--- src/rtl/fetch_ctrl.sv ---
// ============================================================================
// fetch_ctrl - instruction-fetch sequencer
//
// Drives one outstanding request/acknowledge fetch to instruction memory for
// the address held in the external pc register. It computes the next pc
// (sequential, branch/jump redirect, or exception redirect) and hands each
// fetched word to the IF/ID stage. It also absorbs memory latency and
// downstream hazard stalls.
//
// Ports
//   clk, rst      rising-edge clock, asynchronous active-high reset
//   pc            current pc register value
//   npc, stallF   next pc and hold request for the pc register
//   stallD        IF/ID hazard stall
//   br_taken/br_target, exc_req/exc_vector  redirect requests (pulses)
//   imem_req/imem_addr/imem_ack/imem_rdata  instruction memory handshake
//   instr, instr_valid, flushD              IF/ID interface
//
// npc, stallF, instr, instr_valid and flushD are combinational from the state
// and inputs. The pc register samples npc at the next edge.
// ============================================================================
module fetch_ctrl #(
    parameter int                WIDTH   = 32,
    parameter logic [WIDTH-1:0]  PC_BASE = 32'h0000_3000
) (
    input  logic              clk,
    input  logic              rst,
    input  logic [WIDTH-1:0]  pc,
    output logic [WIDTH-1:0]  npc,
    output logic              stallF,
    input  logic              stallD,
    input  logic              br_taken,
    input  logic [WIDTH-1:0]  br_target,
    input  logic              exc_req,
    input  logic [WIDTH-1:0]  exc_vector,
    output logic              imem_req,
    output logic [WIDTH-1:0]  imem_addr,
    input  logic              imem_ack,
    input  logic [WIDTH-1:0]  imem_rdata,
    output logic [WIDTH-1:0]  instr,
    output logic              instr_valid,
    output logic              flushD
);

    localparam logic [1:0] IDLE  = 2'd0;
    localparam logic [1:0] FETCH = 2'd1;
    localparam logic [1:0] HOLD  = 2'd2;

    // Clears the two low address bits of a redirect target.
    localparam logic [WIDTH-1:0] ALIGN_MASK = ~{{(WIDTH-2){1'b0}}, 2'b11};
    localparam logic [WIDTH-1:0] PC_STEP    = {{(WIDTH-3){1'b0}}, 3'd4};

    logic [1:0]        state_r, state_nx_s;
    logic              pend_v_r, pend_v_nx_s;
    logic              pend_exc_r, pend_exc_nx_s;   // pending redirect is an exception
    logic [WIDTH-1:0]  pend_tgt_r, pend_tgt_nx_s;
    logic [WIDTH-1:0]  buf_r, buf_nx_s;

    logic              redir_s;
    logic [WIDTH-1:0]  redir_tgt_s;
    logic [WIDTH-1:0]  seq_pc_s;

    // Redirect arbitration: an exception always beats a branch.
    always_comb begin
        redir_s     = exc_req | br_taken;
        redir_tgt_s = (exc_req ? exc_vector : br_target) & ALIGN_MASK;
        seq_pc_s    = pc + PC_STEP;
    end

    // The request address always tracks pc. pc is held while a request waits,
    // so the address stays stable until the ack.
    assign imem_addr = pc;

    // Next-state and output decode.
    always_comb begin
        state_nx_s    = state_r;
        pend_v_nx_s   = pend_v_r;
        pend_exc_nx_s = pend_exc_r;
        pend_tgt_nx_s = pend_tgt_r;
        buf_nx_s      = buf_r;
        npc           = pc;
        stallF        = 1'b1;
        imem_req      = 1'b0;
        instr         = {WIDTH{1'b0}};
        instr_valid   = 1'b0;
        flushD        = 1'b0;

        case (state_r)
            IDLE: begin
                // IDLE is only reachable from reset, where pc equals PC_BASE.
                npc        = PC_BASE;
                state_nx_s = FETCH;
            end

            FETCH: begin
                imem_req = 1'b1;
                instr    = imem_rdata;
                flushD   = redir_s;
                if (!imem_ack) begin
                    // Remember a redirect until the outstanding word returns.
                    if (exc_req) begin
                        pend_v_nx_s   = 1'b1;
                        pend_exc_nx_s = 1'b1;
                        pend_tgt_nx_s = redir_tgt_s;
                    end else if (br_taken) begin
                        if (!(pend_v_r && pend_exc_r)) begin
                            pend_v_nx_s   = 1'b1;
                            pend_tgt_nx_s = redir_tgt_s;
                        end else begin
                            pend_v_nx_s   = pend_v_r;
                        end
                    end else begin
                        pend_v_nx_s = pend_v_r;
                    end
                end else if (pend_v_r || redir_s) begin
                    // Returned word belongs to the wrong path: squash it.
                    stallF        = 1'b0;
                    npc           = redir_s ? redir_tgt_s : pend_tgt_r;
                    pend_v_nx_s   = 1'b0;
                    pend_exc_nx_s = 1'b0;
                end else if (stallD) begin
                    buf_nx_s   = imem_rdata;
                    state_nx_s = HOLD;
                end else begin
                    instr_valid = 1'b1;
                    npc         = seq_pc_s;
                    stallF      = 1'b0;
                end
            end

            HOLD: begin
                instr  = buf_r;
                flushD = redir_s;
                if (redir_s) begin
                    stallF     = 1'b0;
                    npc        = redir_tgt_s;
                    state_nx_s = FETCH;
                end else if (stallD) begin
                    stallF = 1'b1;
                end else begin
                    instr_valid = 1'b1;
                    npc         = seq_pc_s;
                    stallF      = 1'b0;
                    state_nx_s  = FETCH;
                end
            end

            default: begin
                state_nx_s = IDLE;
            end
        endcase
    end

    // State and capture registers.
    always_ff @(posedge clk or posedge rst) begin
        if (rst) begin
            state_r    <= IDLE;
            pend_v_r   <= 1'b0;
            pend_exc_r <= 1'b0;
            pend_tgt_r <= {WIDTH{1'b0}};
            buf_r      <= {WIDTH{1'b0}};
        end else begin
            state_r    <= state_nx_s;
            pend_v_r   <= pend_v_nx_s;
            pend_exc_r <= pend_exc_nx_s;
            pend_tgt_r <= pend_tgt_nx_s;
            buf_r      <= buf_nx_s;
        end
    end

endmodule

--- config.mk ---
export PLATFORM = sky130hd
export DESIGN_NAME = fetch_ctrl
export DESIGN_NICKNAME = d
export VERILOG_FILES = /design/src/rtl/fetch_ctrl.sv
export SDC_FILE = /design/constraint.sdc
export NUM_CORES = 1
export LEC_CHECK = 0
export ABC_AREA = 1
export CORE_ASPECT_RATIO = 0.8
export CORE_UTILIZATION = 35
export CTS_BUF_LIST = sky130_fd_sc_hd__clkbuf_8
export DETAILED_ROUTE_END_ITERATION = 16
export DONT_BUFFER_PORTS = 1
export GPL_TIMING_DRIVEN = 0
export SLEW_MARGIN = 20
export SYNTH_ARGS = -nofsm -noshare
export SYNTH_HDL_FRONTEND = slang
export SYNTH_SLANG_ARGS = --single-unit
export TNS_END_PERCENT = 1
--- constraint.sdc ---
create_clock -name clk -period 6.09 [get_ports clk]
set_input_delay 1.5225 -clock clk [delete_from_list [all_inputs] [get_ports clk]]
set_output_delay 1.5225 -clock clk [all_outputs]
set_load 0.01 [all_outputs]
## Word level (Yosys, flattened, before mapping)

Index checks and enable logic that the tools add are counted.

- Register bits after elaboration: 68
- Bits in latches: 0
- RAM bits: 0
- Bits in read-only memories: 0
- Input bits: 134
- Word-level logic and storage cells: 66
- Memories: 0

- $add $sub $neg: 1
- Multipliers: 0
- Div/mod/pow operators: 0
- Magnitude comparators: 0
- Equality and inequality tests: 9
- Shift-type cells: 0
- Muxes and demuxes: 36
- Bitwise logic cells: 3
- Reductions and logical operators: 12

Operators by type and width:

| cell | number |
|---|---|
| 2-to-1 mux 32 bit | 9 |
| case mux 32 bit (3 select lines) | 1 |
| case mux 32 bit (2 select lines) | 1 |
| adder 32 x 3 -> 32 bit (second input constant) | 1 |
| 2-to-1 mux 1 bit | 17 |
| AND reduction 4 bit | 4 |
| 2-to-1 mux 2 bit | 5 |
| inequality test 2 bit (second input constant) | 4 |
| inequality test 3 bit (second input constant) | 2 |
| case mux 2 bit (3 select lines) | 1 |
| case mux 1 bit (2 select lines) | 2 |
| nonzero test 2 bit | 2 |
| AND reduction 3 bit | 1 |
| nonzero test 3 bit | 1 |
| == test 2 x 1 -> 1 bit (second input constant) | 1 |
| == test 2 bit (second input constant) | 1 |
| zero test 2 bit | 1 |
| inequality test 2 x 1 -> 1 bit (second input constant) | 1 |
| NOT 1 bit | 2 |
| OR reduction 2 bit | 1 |
| logical AND 1 bit | 1 |
| logical OR 1 bit | 1 |
| OR 1 bit | 1 |

## Depth between registers and ports, before layout

Gate-level depths: netlist of run 1.

- Depth after elaboration: 5
- Mapped depth: 13
- Depth with buffers taken out: 13

## Worst setup path after synthesis of run 1

OpenSTA, ideal clock, no wires.

- Path kind: in2out
- From: input port pc[2]
- To: output port npc[20]
- Arrival: 2610 ps
- Data required time: 4567 ps
- Path slack: 1958 ps
- Stages on the path: 13
- Cells stage by stage: ha_1 > nand2_1 > nor2_2 > nand3_2 > nor2_1 > nand2_1 > nand2_1 > nand2_1 > nand2_1 > nand2_1 > nand2_1 > nand2_1 > nand2_1

- Cells in the longest elaborated chain, start to end: 5
- Elaborated cells on any way between the ends: 6

RTL lines:

| what | line | text |
|---|---|---|
| start: declaration | 28 | `input logic [WIDTH-1:0] pc,` |
| adder 32 x 3 -> 32 bit (*) | 67 | `seq_pc_s = pc + PC_STEP;` |
| 2-to-1 mux 32 bit (*) | 121, 138 |  |
| 2-to-1 mux 32 bit | 115 | `end else if (pend_v_r \|\| redir_s) begin` |
| 2-to-1 mux 32 bit | 99 | `if (!imem_ack) begin` |
| case mux 32 bit (3 select lines) (*) | 88 | `case (state_r)` |
| end: declaration | 29 | `output logic [WIDTH-1:0] npc,` |

Every way passes the cells marked *; elsewhere a longest branch is shown, timed or not.

## Final worst setup path of run 1

- From: input port exc_req
- To: output port npc[21]

- Cells in the longest elaborated chain, start to end: 5
- Elaborated cells on any way between the ends: 8

RTL lines:

| what | line | text |
|---|---|---|
| start: declaration | 34 | `input logic exc_req,` |
| 2-to-1 mux 32 bit / OR 1 bit (equally long branches) | 66, 65 |  |
| 2-to-1 mux 32 bit / logical OR 1 bit (equally long branches) | 118, 115 |  |
| 2-to-1 mux 32 bit | 115 |  |
| 2-to-1 mux 32 bit | 99 |  |
| case mux 32 bit (3 select lines) (*) | 88 |  |

Marks and branches as above.

==> qor.yml, run 1 <==
outcome:
  status: "finished, final reports clean"
yosys:
  synthSimpleGateAreaFrac_pct: 39.0
  synthTopCellsByArea: "dfrtp_1, nand2_1, o21ai_0, nand3_1, inv_1"
  synth_warnings: 0
  synth_top_area_share_pct: 25.8
  synthArstFlopShare_pct: 100
  synthFlopType: "dfrtp_1"
  ys_seq_area_share_pct: 25.8
  synth_cells: 1072
  synth_top_family_by_area: "simple AND/OR/NAND/NOR gates"
  ys_ff_latch: 66
  netlist_area_um2: 6410
  syn_avg_cell_area_um2: 5.98
  ys_types: 48
  synth_edf_count: 0
  synth_compound_area_share_pct: 16.9
  synth_fa_ha_area_share_pct: 0.976
  synth_top_area_cell: "dfrtp_1"
  synth.mux.area_fraction_pct: 2.79
  synthXorXnorAreaFrac_pct: 0.820
  syn-num-nets: 1211
grt:
  grt_max_degree: 42
  antenna_found_initial: 0
  grt-ovfl-total: 0
  grt_pass1_vias: 6160
  grt_usage_pct: 25.4
  grt_pass1_wl_mm: 36.2
setup_path:
  critPathMaxFanout: 10
  r2r_cells: 7
  cp-start-kind: "primary input"
  r2r_start: "state_r[1]"
  crit_type: "in2out"
  worst_ep_required_time_ns: 4.57
  crit_end: "npc[21]"
  cp.arrival_ns: 3.27
  regToRegSetupSlack_ns: 3.84
  critPathLaunch: "exc_req"
  endpoint_kind: "output port"
  r2r-end: "state_r[1]"
sta:
  period_needed_ns: 4.79
  slew_headroom_pct: 55.8
  rsz0062_at_grt: "false"
  setup-violations-final: 0
  post-route-period-util_pct: 78.6
  hold_viol: 0
  worst_slack_ns: 1.30
  clock-skew-final_ns: 0.00887
  final.setup.tns_ns: 0
  max_freq_ghz: 0.209
  tightest_slew_ns: 0.663
  final_max_slew_viol_count: 0
pwr:
  power.density_nw_per_um2: 363
  p_leak_nw: 3.33
  vdd_drop_max_v: 0.000160
  power_mw: 2.52
floorplan:
  ioPinCount: 234
  die_height_um: 123
  start_util_pct: 36.3
  std_cell_rows: 43
  die_w_um: 153
  die_area_um2: 18900
  coreArea_um2: 17600
route:
  firstDrtPassIters: 5
  route.met2.wl_mm: 9.56
  topRoutingLayerUsed: "met4"
  num_vias: 7039
  routed-wl-met3_mm: 2.20
  drt-met1-wl_mm: 12.0
  drc: 0
  avgRoutedWirePerCell_um: 18.2
  via_per_inst: 5.36
  antenna_left: 0
  drt-total-wl_mm: 24.0
  drt-initial-drc-count: 650
cells_and_area:
  fillers: 1978
  diodes: 0
  final_util_pct: 39.3
  nNetsFinal: 1223
  syn2layout_area_growth_pct: 8.16
  drive_above_1_share_pct: 11.8
  stdcell_count: 1314
clock_tree:
  ctsResizeCount: 0
  ctsHoldBuffers: 0
  clk_path_buf_depth: 2
  path_clk_slew_ns: 0.07
  cts-root-buf: "clkbuf_8"
  postCtsSetupRepairBufs: 0
  cts_made_buffers: 9
  cts.htree.levels: 3
  worst_skew_pair.late_latency_ns: 0.36
  tritoncts: "yes"
  clkSinkCount: 66
placed_design:
  portBuffers: 0
  pre_cts_slack_ns: 1.37
  dp_hpwl_mm: 19.0
  placed_cells: 1298
  gp_congestion: 0.927
min_path:
  hp-class: "reg2reg"
flow_run:
  max_cap_violations: 0
sequential cells by signal (all words and copies together), names as in the netlist:
name / count
buf_r: 32
pend_exc_r: 1
state_r: 2
pend_tgt_r: 30
pend_v_r: 1
cell families after synthesis:
family	count (synthesis)
simple gates	592
compound gates	203
buf+inv	184
flops	66
mux	16
xor+xnor	6
fa+ha+maj	5
worst max-delay path: stages:
cell	delay, ns
inv_1	0.24
buf_2	0.31
nand2_1	0.13
nand3_1	0.21
o21ai_0	0.27
a22oi_1	0.21
nand3_1	0.09
nand2_1	0.08
nand2_1	0.07
nand2_1	0.13
worst min path at each step:
stage,from,endpoint,cells after the start
floorplan,pend_tgt_r[10],pend_tgt_r[10],2
global placement,pend_tgt_r[31],pend_tgt_r[31],2
detailed placement,pend_tgt_r[12],pend_tgt_r[12],2
CTS,pend_tgt_r[12],pend_tgt_r[12],2
global route,pend_tgt_r[14],pend_tgt_r[14],2
finish,pend_tgt_r[12],pend_tgt_r[12],2
stage by stage:
| step | hold slack (ns) | instance area (um2) |
|---|---|---|
| after floorplan | 0.448 | 6410 |
| final | 0.485 | 6930 |
| after global placement | 0.462 | 6690 |
| after global routing | 0.496 | 6930 |
| after CTS | 0.487 | 6930 |
| after detailed placement | 0.470 | 6710 |
power by group:
group          switching [mW]  internal (mW)  leakage [nW]
sequential              0.110          0.638         0.798
clock                   0.177          0.229         0.103
combinational           0.967          0.398          2.43
total                    1.25           1.27          3.33
cell usage in the layout (no fill, tap or decap), types with 2 or more instances in the layout:
master and instances:
buf_2 20, inv_4 2, o21ai_1 8, nand2_1 409, xnor2_1 2, a22oi_1 4, clkbuf_1 21, o211ai_1 3
nand2_2 2, dfrtp_1 66, nand3b_1 5, a21oi_1 54, nor2_2 6, bufinv_16 2, nand3_1 86, inv_2 2
xor2_1 4, clkbuf_2 2, clkinvlp_4 3, nor2_1 50, inv_1 90, a31oi_1 9, ha_1 5, mux2_2 15
buf_4 38, buf_6 2, clkbuf_8 9, nor2_4 3, buf_1 7, o21ai_0 114, nand4_1 8, o21bai_1 3
or2_2 15
cells in the mapped netlist, types with 4 or more instances:
library cell,instances
nand2_1,409
o21ai_0,114
inv_1,90
nand3_1,86
dfrtp_1,66
a21oi_1,54
nor2_1,50
buf_4,38
clkbuf_1,21
buf_2,20
mux2_2,15
or2_2,15
a31oi_1,9
nand4_1,8
o21ai_1,8
buf_1,7
nor2_2,6
ha_1,5
nand3b_1,5
a22oi_1,4
xor2_1,4
area by class of cell:
class	count	area, um2	share of cell area (%)
clock inverters	7	95.1	1.37
inverters	94	358	5.16
clock buffers	9	124	1.79
flip-flops and latches	66	1650	23.8
plain buffers	90	523	7.54
multi-input cells	822	3880	56.0
repair buffers	1	20.0	0.289
well taps	225	282	4.06
routing by layer:
layer / up-vias / GRT usage (%)
met5: - / 0
met4: 0 / 5.37
met3: 17 / 4.98
met2: 340 / 34.9
met1: 3235 / 39.8
li1: 3447 / -
(Power assumes the default switching activity.)
==> run 2, diff against run 1 <==
==> constraint.sdc (replaced) <==
create_clock -name clk -period 3.9 [get_ports clk]
set_input_delay 0.975 -clock clk [delete_from_list [all_inputs] [get_ports clk]]
set_output_delay 0.975 -clock clk [all_outputs]
set_load 0.01 [all_outputs]
==> results of run 2 <==
Same layout as run 1 (identical final DEF). Status: finished, final reports clean.
Among the figures that moved: setup slack after placement 1.37 ns -> 0.273 ns; clock-pin slew on the worst setup and hold paths 0.07 ns -> 0.08 ns; setup slack after layout 1.30 ns -> 0.156 ns; hold slack 0.485 ns -> 0.464 ns; start point of the critical path exc_req -> state_r[1]; end point of the critical path npc[21] -> instr[26]; register-to-register setup slack 3.84 ns -> 1.65 ns; total power 2.52 mW -> 3.93 mW; worst IR drop on VDD 0.000160 V -> 0.000249 V
==> RTL edit 1, RTL diff (settings of run 2) <==
`WIDTH`: 32 -> 24.
--- a/src/rtl/fetch_ctrl.sv
+++ b/src/rtl/fetch_ctrl.sv
@@ -20,7 +20,7 @@
 // and inputs. The pc register samples npc at the next edge.
 // ============================================================================
 module fetch_ctrl #(
-    parameter int                WIDTH   = 32,
+    parameter int                WIDTH   = 24,
     parameter logic [WIDTH-1:0]  PC_BASE = 32'h0000_3000
 ) (
     input  logic              clk,
Interface: changed (7 resized); port bits go from 234 to 178. The function was not compared with the original's and may differ.
==> RTL edit 1 against run 2 <==
- wire length is 26% lower
- critical path depth is 4 higher
- worst setup slack gained 0.11 ns
- synthesized area decreased by 24%
- synthesized cell count fell by 22%
- total power shrank 35%
- cell count is 22% lower
- maximum frequency increased by 2.9%
- register-to-register slack better by 0.11 ns
- sequential cell count shrank 16
- design area fell by 25%
- non-clock buffer count is 23 lower
- critical path type unchanged
- largest cell class unchanged
==> RTL edit 1: results (changes against run 2) <==
stage	metric	value	unit	change
cts	clkLatencyLatePin	0.32	ns	was 0.36 ns
sta	fin_skew	0.01379	ns	was 0.008874 ns
cts	clkTransAtPathRegs	0.10	ns	was 0.08 ns
layout	nNetsFinal	947		was 1223
routing	dr.first_iter.drc_count	415		was 650
setup_path	rr_endpoint	pend_tgt_r[18]$_DFFE_PP0P_		was state_r[1]$_DFFE_PP0P_
synth	synth_cell_types	39		was 48
sta	hold-worst-slack	0.4776	ns	was 0.4636 ns
layout	nFillCells	1569		was 1978
grt	gr-usage-met2	0.3427		was 0.3493
grt	first_global_vias	4681		was 6160
synth	synthesis.nets	940		was 1211
setup_path	crit_slowest_cell	dfrtp_1		was clkbuf_1
grt	grt_max_degree	51		was 42
setup_path	critPathMaxStageDelay	0.41	ns	was 0.50 ns
grt	grt_usage	0.2391		was 0.2540
setup_path	ff2ff_path_depth	8		was 7
worst_hold_path	hold_path_class	flip-flop to flip-flop		was primary input to asynchronous set/reset pin
routing	wl_per_cell	17.31	um	was 18.23 um
setup_path	endpoint	npc[22]		was instr[26]
sta	fmax	274.8	MHz	was 267.1 MHz
synth	yosysSeqAreaShare	0.2560		was 0.2577
routing	viasPerCell	5.267		was 5.357
setup_path	cp.arrival	2.66	ns	was 2.77 ns
synth	ys_top_cells_by_count	nand2_1 (332), o21ai_0 (84), inv_1 (75)		was nand2_1 (409), o21ai_0 (114), inv_1 (90)
placement	dp_hpwl	13690	um	was 19040 um
power_and_ir_drop	irDropWorstVdd	0.2178	mV	was 0.2494 mV
grt	use_met1	0.3747		was 0.3983
layout	largest_registers	buf_r: 24 flops, pend_tgt_r: 22 flops, state_r: 2 flops		was buf_r: 32 flops, pend_tgt_r: 30 flops, state_r: 2 flops
placement	gp_congestion	0.8856		was 0.9269
setup_path	worst-r2r-setup-slack	1.76	ns	was 1.65 ns
synth	yosys.area.top_type_share	0.2560		was 0.2577
status	status	finished, final reports clean		unchanged
placement	dpl_cell_area	5115	um2	was 6714 um2
==> RTL edit 1: report_power, final <==
part | switching, uW | internal [uW] | leakage (uW)
clock | 197 | 193 | 0.0000585
sequential | 111 | 731 | 0.000636
combinational | 933 | 387 | 0.00195
total | 1240 | 1310 | 0.00264
==> RTL edit 1: routing by layer <==
metal,vias to the layer above,part of all wire
met2,236,0.41
met4,0,0.015
met5,-,0
met1,2460,0.51
li1,2662,-
met3,20,0.068
==> RTL edit 1: logic make-up after synthesis <==
group | share of synthesized area
AND/OR/NAND/NOR | 0.4235
multiplexers | 0.01050
flip-flops | 0.2560
buffers and inverters | 0.1408
adder cells (fa/ha/maj) | 0.01280
AO/OA/AOI/OAI | 0.1510
XOR/XNOR | 0.005377
==> RTL edit 1: final cells by class <==
cell class	count	area, um2	share of cell area
multi-input combinational	636	2948	0.5639
sequential	50	1251	0.2393
buffer	68	386.6	0.07396
inverter	79	304.0	0.05816
tap	180	225.2	0.04308
clock buffer	5	68.82	0.01316
clock inverter	3	43.79	0.008377
==> RTL edit 2, RTL diff (config.mk and constraints of run 2) <==
Made on the original files. Make the reset (`rst`) synchronous in one clocked block. Comments in the files are not updated.
--- a/src/rtl/fetch_ctrl.sv
+++ b/src/rtl/fetch_ctrl.sv
@@ -152,7 +152,7 @@
     end
 
     // State and capture registers.
-    always_ff @(posedge clk or posedge rst) begin
+    always_ff @(posedge clk) begin
         if (rst) begin
             state_r    <= IDLE;
             pend_v_r   <= 1'b0;
Check against the original RTL: differs if rst is asserted again (counterexample within 4 cycles, from zero or initial values and one cycle with rst high); with rst held inactive, the same outputs for 4 cycles.
==> RTL edit 2 against run 2 <==
- worst hold slack improved by 0.0075 ns
- sequential cell count did not move
- synthesized area fell by 4.8%
- global-route usage rose by 0.26 points
- total power fell by 26%
- maximum frequency rose by 5.6%
- wire length fell by 1.8%
- critical path type is now primary input to primary output
- largest power group unchanged
- design area fell by 5.1%
- worst setup slack improved by 0.20 ns
==> RTL edit 2: results (changes against run 2) <==
stage	metric	value	unit	change
synth	yosysSeqAreaShare	0.2165		was 0.2577
placement	dpl_cell_area	6377	um2	was 6714 um2
worst_hold_path	hold_path_class	flip-flop to flip-flop		was primary input to asynchronous set/reset pin
setup_path	critPathMaxStageDelay	0.22	ns	was 0.50 ns
grt	grt_max_degree	13		was 42
setup_path	cp_top_family	simple AND/OR/NAND/NOR gates		was buffers and inverters
power_and_ir_drop	irDropWorstVdd	0.1805	mV	was 0.2494 mV
synth	synthesis.nets	1233		was 1211
placement	dp_hpwl	18940	um	was 19040 um
routing	viasPerCell	5.330		was 5.357
routing	met2_wirelength	9130	um	was 9564 um
status	status	finished, final reports clean		unchanged
cts	clkTransAtPathRegs	0.08	ns	about the same
setup_path	crit_slowest_cell	nand3_1		was clkbuf_1
grt	grt_usage	0.2566		was 0.2540
sta	tightest_slew	0.6341	ns	was 0.6626 ns
power_and_ir_drop	intPower	1487	uW	was 1976 uW
placement	gp_congestion	0.9307		was 0.9269
layout	diodes	0		unchanged
power_and_ir_drop	p_leak	0.002906	uW	was 0.003332 uW
grt	first_global_vias	6142		was 6160
routing	dr.pass1.iters	7		was 5
routing	dr.first_iter.drc_count	697		was 650
routing	route.met3.wl	2419	um	was 2204 um
synth	synth_area_leaders	dfxtp_1 (22%), nand2_1 (20%), nor2_1 (9.4%), a21oi_1 (6.4%), nand3_1 (5.2%)		was dfrtp_1 (26%), nand2_1 (24%), o21ai_0 (8.9%), nand3_1 (6.7%), inv_1 (5.3%)
cts	cts_root_buf	clkbuf_8		unchanged
sta	fin_skew	0.01397	ns	was 0.008874 ns
cts	ctsHtreeMaxLevel	3		unchanged
layout	largest_registers	buf_r: 32 flops, pend_tgt_r: 30 flops, state_r: 2 flops		unchanged
layout	nFillCells	1889		was 1978
routing	drt-met1-wl	11530	um	was 11980 um
cts	cts_resized	0		unchanged
routing	drt_wl_total	23530	um	was 23960 um
cts	numCtsBuffers	9		unchanged
layout	area_growth	7.833	%	was 8.159%
setup_path	crit_fanout	9		was 10
synth	ys_top_cells_by_count	nand2_1 (325), nor2_1 (153), a21oi_1 (78)		was nand2_1 (409), o21ai_0 (114), inv_1 (90)
placement	io_buffer_count	0		unchanged
cts	clkLatencyLatePin	0.36	ns	about the same
synth	synth_cell_types	37		was 48
grt	grt_pass1_wl	35000	um	was 36220 um
cts	cts.path.max_buffers	2		unchanged
setup_path	cp.arrival	2.57	ns	was 2.77 ns
layout	drive_gt1_frac	0.09550		was 0.1185
synth	ys_async_sr_fraction	0		was 1.000
RTL edit 2: per-layer routing:
layer	GRT usage	vias to the layer above
li1	-	3543
met1	0.3919	3128
met2	0.3411	391
met3	0.07034	27
met4	0.06760	0
met5	0	-
RTL edit 2: worst paths after layout:
kind / slack (ns) / cells past startpoint / from / end
worst max register to register: 1.59 / 10 / state_r[1]$_SDFFE_PP0P_ / pend_tgt_r[30]$_SDFFE_PP0P_
worst min register to register: 0.47 / 2 / pend_tgt_r[16]$_SDFFE_PP0P_ / pend_tgt_r[16]$_SDFFE_PP0P_
worst min-delay path: 0.47 / 2 / pend_tgt_r[16]$_SDFFE_PP0P_ / pend_tgt_r[16]$_SDFFE_PP0P_
worst max-delay path: 0.35 / 14 / stallD / npc[18]
RTL edit 2: through the flow:
step	total power [uW]	setup WS [ns]	cells	utilization	hold WS, ns
after floorplan	1905	0.8119	1094	-	0.4297
after global placement	2283	0.3786	1314	0.3792	0.4444
after detailed placement	2290	0.3634	1314	0.3792	0.4564
after CTS	2896	0.3604	1330	0.3913	0.4677
after global routing	3109	0.1486	1330	0.3913	0.4962
final	2901	0.3542	1330	0.3913	0.4712
RTL edit 2: cell families (layout without fill, tap and decap cells):
group / after synthesis / after routing / synth area share
AO/OA/AOI/OAI: 242 / 242 / 0.2155
XOR/XNOR: 9 / 9 / 0.01292
AND/OR/NAND/NOR: 590 / 590 / 0.4004
multiplexers: 6 / 6 / 0.009843
flip-flops: 66 / 66 / 0.2165
buffers and inverters: 176 / 192 / 0.1345
adder cells (fa/ha/maj): 5 / 5 / 0.01025
RTL edit 2: worst register-to-register path: cells and delay by family, from the launching register on:
| kind | cells | cell delay (ns) |
|---|---|---|
| AOI/OAI and AO/OA | 2 | 0.29 |
| DFF | 1 | 0.34 |
| adders and majority gates | 1 | 0.23 |
| buffers and inverters | 6 | 1.06 |
| and+or+nand+nor | 1 | 0.25 |
RTL edit 2: final cells by class:
type                       instances  area share
buffer                            95     0.07853
clock buffer                      10     0.02092
clock inverter                     6    0.009888
inverter                          81     0.04621
multi-input combinational        852      0.6018
sequential                        66      0.2008
tap                              220     0.04183
RTL edit 2: power by group through the flow:
| stage | registers [uW] | logic [uW] | clock network (uW) |
|---|---|---|---|
| after floorplan | 811 | 1090 | 0 |
| after global placement | 825 | 1460 | 0 |
| after detailed placement | 827 | 1460 | 0 |
| after CTS | 812 | 1470 | 614 |
| after global routing | 822 | 1650 | 634 |
| final | 815 | 1490 | 599 |
